--- src/rtl/serial_tx_arbiter.sv ---
// serial_tx_arbiter: message-granular round-robin sharing of one serial TX holding register (optional SERIAL_TX_ARB_PRIO0_EN gives requester 0 priority at arbitration)
module serial_tx_arbiter #(
  parameter int NREQ = 4,
  parameter int TIMEOUT = 1023
) (
  input  logic              clk,
  input  logic              rst,
  input  logic [NREQ-1:0]   req_valid,
  input  logic [8*NREQ-1:0] req_dat,
  input  logic [NREQ-1:0]   req_last,
  output logic [NREQ-1:0]   req_ack,
  output logic [7:0]        sp_dat,
  output logic              sp_stb,
  input  logic              sp_full,
  output logic [NREQ-1:0]   grant,
  output logic              busy
);
  localparam int PW = $clog2(NREQ);
  typedef enum logic [1:0] {IDLE, LOCK, SEND, GAP} state_t;
  state_t state_q, state_d;
  logic [PW-1:0] g_q, g_d, rr_q, rr_d, pick, idx, g_nxt;
  logic [15:0] cnt_q, cnt_d;
  logic busy_q, busy_d;
  assign g_nxt = (g_q == PW'(NREQ-1)) ? '0 : g_q + 1'b1;
  assign busy = busy_q;
  assign grant = busy_q ? NREQ'(1) << g_q : '0;
  assign sp_stb = (state_q == SEND) && !rst;
  assign sp_dat = sp_stb ? req_dat[{g_q, 3'b000} +: 8] : '0;
  assign req_ack = sp_stb ? grant : '0;
  // first valid requester scanning upward from rr_q with wrap
  always_comb begin
    pick = '0;
    idx = '0;
    for (int k = NREQ-1; k >= 0; k--) begin
      idx = PW'((int'(rr_q) + k) % NREQ);
      if (req_valid[idx]) pick = idx;
    end
`ifdef SERIAL_TX_ARB_PRIO0_EN
    if (req_valid[0]) pick = '0;
`endif
  end
  // next-state: grant on request, strobe when owner ready, release on last byte or stall timeout
  always_comb begin
    state_d = state_q;
    g_d = g_q;
    rr_d = rr_q;
    cnt_d = cnt_q;
    busy_d = busy_q;
    case (state_q)
      IDLE: if (|req_valid) begin
        g_d = pick;
        busy_d = 1'b1;
        cnt_d = '0;
        state_d = LOCK;
      end
      LOCK: if (req_valid[g_q] && !sp_full) state_d = SEND;
        else if (cnt_q + 16'd1 == 16'(TIMEOUT)) begin
          state_d = IDLE;
          busy_d = 1'b0;
          cnt_d = '0;
          rr_d = g_nxt;
        end else cnt_d = cnt_q + 16'd1;
      SEND: begin
        cnt_d = '0;
        state_d = req_last[g_q] ? IDLE : GAP;
        busy_d = !req_last[g_q];
        rr_d = req_last[g_q] ? g_nxt : rr_q;
      end
      default: state_d = LOCK;
    endcase
  end
  // state registers
  always_ff @(posedge clk) begin
    if (rst) begin
      state_q <= IDLE;
      g_q <= '0;
      rr_q <= '0;
      cnt_q <= '0;
      busy_q <= 1'b0;
    end else begin
      state_q <= state_d;
      g_q <= g_d;
      rr_q <= rr_d;
      cnt_q <= cnt_d;
      busy_q <= busy_d;
    end
  end
endmodule

--- config.mk ---
export PLATFORM = sky130hd
export DESIGN_NAME = serial_tx_arbiter
export DESIGN_NICKNAME = d
export VERILOG_FILES = /design/src/rtl/serial_tx_arbiter.sv
export SDC_FILE = /design/constraint.sdc
export NUM_CORES = 1
export LEC_CHECK = 0
export BUFFER_PORTS_ARGS = -buffer_cell sky130_fd_sc_hd__buf_2
export CORE_AREA = 2 2 53 93
export CTS_CLUSTER_SIZE = 10
export DETAILED_ROUTE_END_ITERATION = 7
export DIE_AREA = 0 0 55 95
export GPL_TIMING_DRIVEN = 0
export PLACE_DENSITY = 0.81
export SLEW_MARGIN = 20
export SYNTH_ARGS = -nofsm -noshare
export SYNTH_HDL_FRONTEND = slang
export SYNTH_SLANG_ARGS = --single-unit
--- constraint.sdc ---
create_clock -name clk -period 2.55 [get_ports clk]
set_input_delay 0.51 -clock clk [delete_from_list [all_inputs] [get_ports clk]]
set_output_delay 0.51 -clock clk [all_outputs]
set_load 0.03 [all_outputs]
==> out/qor.txt <==
Multi-input gate area: 1580 µm²
arrival time at the worst endpoint: 2.60 ns
die width: 55 µm
Most Used Layer, Global Route: met2
post-synthesis async set-or-reset flop share: 0
total number of vias: 2178
Slew HR: 0.649
end point of the worst hold path: state_q[1]
wire length of the first global-routing pass: 8.45 mm
growth of design area from synthesis to finish: 25.8%
post-synthesis average cell area: 8.37 µm²
leading cell types by total area after synthesis: dfxtp_1 22%, mux4_2 11%, ha_1 6.1%
maximum capacitance violations: 0
Vert. Die Dim: 95 µm
overall power consumption: 1.13 mW
hold_buf cts: 0
source-to-sink clock delay at the later pin of the worst-skew pair: 0.26 ns
Placed Cells: 356
Area after DPL: 2410 µm²
part of the power in registers: 0.378
fraction of power consumed by combinational cells: 0.421
Core Region: 4540 µm²
relative contribution of the clock network to total power: 0.201
source of the worst hold timing path: state_q[1]
post-synthesis cell area: 2050 µm²
cell internal pwr: 0.723 mW
layout cell share with drive strength beyond 1: 0.308
Finished Cell Area: 2580 µm²
effective utilization at floorplan: 0.451
total wire length after detailed routing: 5.78 mm
worst-case clock skew: 0.00223 ns
internal reg-to-reg setup slack: 0.09 ns
CTS Root Cell: clkbuf_8
met3 demand-to-capacity share in global routing: 0.0174
number of buffers on the longest clock path: 2
global placer's final weighted congestion: 0.826
top achievable clock speed: 406 MHz
Boundary Pins: 61
CTS H-tree depth: 1
leading cell type by number of instances after synthesis: dfxtp_1
reg2reg start: g_q[0]
Via-to-Cell Ratio: 5.98
classification of the worst setup path: reg -> reg
Slew Viols, Final: 0
Max VDD drop: 0.247 mV
post-synthesis net count: 298
final-layout fill cell count: 414
number of instances in the synthesized netlist: 245
reg2reg end: cnt_q[10]
Seq cells post-synth: 23
Hold Path Cell Cnt: 2
number of DRC violations after detailed-routing iteration 0: 41
Num CTS Buffers: 3
Fin Hold WS: 0.528 ns
leading post-synthesis cells by instance count: 23 x dfxtp_1, 18 x nand2_1, 16 x nor2b_1, 12 x nor3b_1, 11 x clkbuf_1
routing usage on met2: 0.457
remaining global-route overflow: 0
via count of the first global-routing pass: 1971
minimum period implied by the final worst setup slack: 2.46 ns
Post-Layout Cell Count: 364
leakage power figure: 1.03 nW
remaining number of nets flagged by the antenna check after routing: 0
library cells used by synthesis: 47
count of unresolved DRC violations after routing: 0
sequential-to-total area share from yosys stat: 0.225
net switching fraction of the power: 0.361
Setup crit start kind: flop
CP Capture Type: flop
area taken by flip-flops and latches: 467 µm²
met1 global-route usage: 0.179
Final Cycle Share: 0.965
Worst Reg2Reg Path Length in Cells: 6
commonest register cell after synthesis: dfxtp_1
die area: 5230 µm²
number of antenna violations at the first check in global routing: 0
Fin. Hold Viols: 0
outcome: finished clean
Num Clock Sinks: 23
total global routing track utilization: 0.218
Detail Placement HPWL: 4.48 mm
Worst Path Max Fanout: 9
setup TNS after final layout: 0 ns
Post-synth EDFFs: 0
P_sw: 0.409 mW
post-DR wirelength/cell: 15.9 µm
net count reported at finish: 366
worst hold path class: reg -> reg
proportion of netlist area held by the largest area contributor: 0.225
number of optimization iterations in the first detailed-route pass: 4
CTS tree: built
PwrDens: 439 nW/µm²
number of warnings printed during yosys synthesis: 0
row count: 33
maximum number of pins on one net before global-route repair: 13
transition time at the pin with the least slew margin: 0.527 ns
Clock Pin Slew Worst Setup and Hold Paths: 0.08 ns
final count of negative-setup-slack endpoints: 0
port buffer count: 59
Diodes inserted: 0
worst endpoint required time: 2.69 ns
cell type with the largest total area after synthesis: dfxtp_1
## per-layer routing
layer	wire length (µm)	share of wire	up-vias
li1	-	-	1036
met1	1910	0.33	1035
met2	3310	0.57	92
met3	402	0.070	15
met4	157	0.027	0
met5	0	0	-
## metrics by stage
step           setup WS (ns)   util
6_report              0.0883  0.568
5_1_grt             -0.00145  0.568
4_1_cts              0.00185  0.549
3_5_place_dp          -0.445  0.531
3_3_place_gp          -0.500  0.531
2_1_floorplan         0.0506      -
## power by group through the flow
stage | Sequential (mW) | Clock (mW) | Combinational, mW
2_1_floorplan | 0.435 | 0 | 0.306
3_3_place_gp | 0.434 | 0 | 0.431
3_5_place_dp | 0.436 | 0 | 0.440
4_1_cts | 0.428 | 0.234 | 0.448
5_1_grt | 0.434 | 0.243 | 0.519
6_report | 0.428 | 0.227 | 0.477
## sequential cells by signal, summed over array words and instances (netlist names)
| signal | count |
|---|---|
| rr_q | 2 |
| cnt_q | 16 |
| g_q | 2 |
| state_q | 2 |
| busy | 1 |
## timing repair
| item | in CTS | in global routing |
|---|---|---|
| setup buffers | 1 | 3 |
| endpoints found under the setup margin | 28 | 20 |
| pin swaps | 1 | 3 |
| resized for setup | 8 | 12 |
## how the worst max path moves through the flow
stage | from | endpoint | cells after the start
floorplan | cnt_q[1] | rr_q[0] | 7
global placement | cnt_q[1] | rr_q[0] | 7
detailed placement | cnt_q[1] | rr_q[0] | 7
CTS | cnt_q[1] | rr_q[0] | 7
global route | cnt_q[4] | rr_q[0] | 6
finish | g_q[0] | cnt_q[10] | 6
## logic make-up after synthesis
family                     synth area share
adders and majority gates            0.0611
and+or+nand+nor                       0.363
buffers and inverters                0.0458
muxes                                 0.145
AOI/OAI and AO/OA                     0.109
xor gates and xnor gates             0.0513
DFF                                   0.225
## layout by cell type (no fill, tap or decap), types with 4 or more instances in the layout
cell      count
nand4_1       9
nor2b_1      16
nand3b_1      5
or3_1         4
buf_2        63
xnor2_1       4
nand3_1       7
buf_4         4
o21ai_0       6
nand2b_1      9
dfxtp_1      20
nand2_1      18
a21oi_1       7
ha_1          9
xor2_1        8
mux4_2       10
mux2i_1       6
and2_1        9
inv_1         8
nor3b_1      12
nor2_1       10
nor3_1        7
clkbuf_1     12
## worst max-delay path, cell delays in order (launching register included)
cell,delay [ns]
dfxtp_4,0.39
mux4_2,0.51
nor2b_4,0.16
a211o_1,0.31
or4_1,0.55
o22a_4,0.26
nor3b_1,0.15
## final cells by class
cell class                 instances  share of cell area
multi-input combinational        198               0.613
sequential                        23               0.181
timing repair buffer              63               0.126
buffer                            16              0.0257
tap                               52              0.0252
clock buffer                       4              0.0175
inverter                           8              0.0116
No activity file was read; power rests on OpenSTA's default activity.
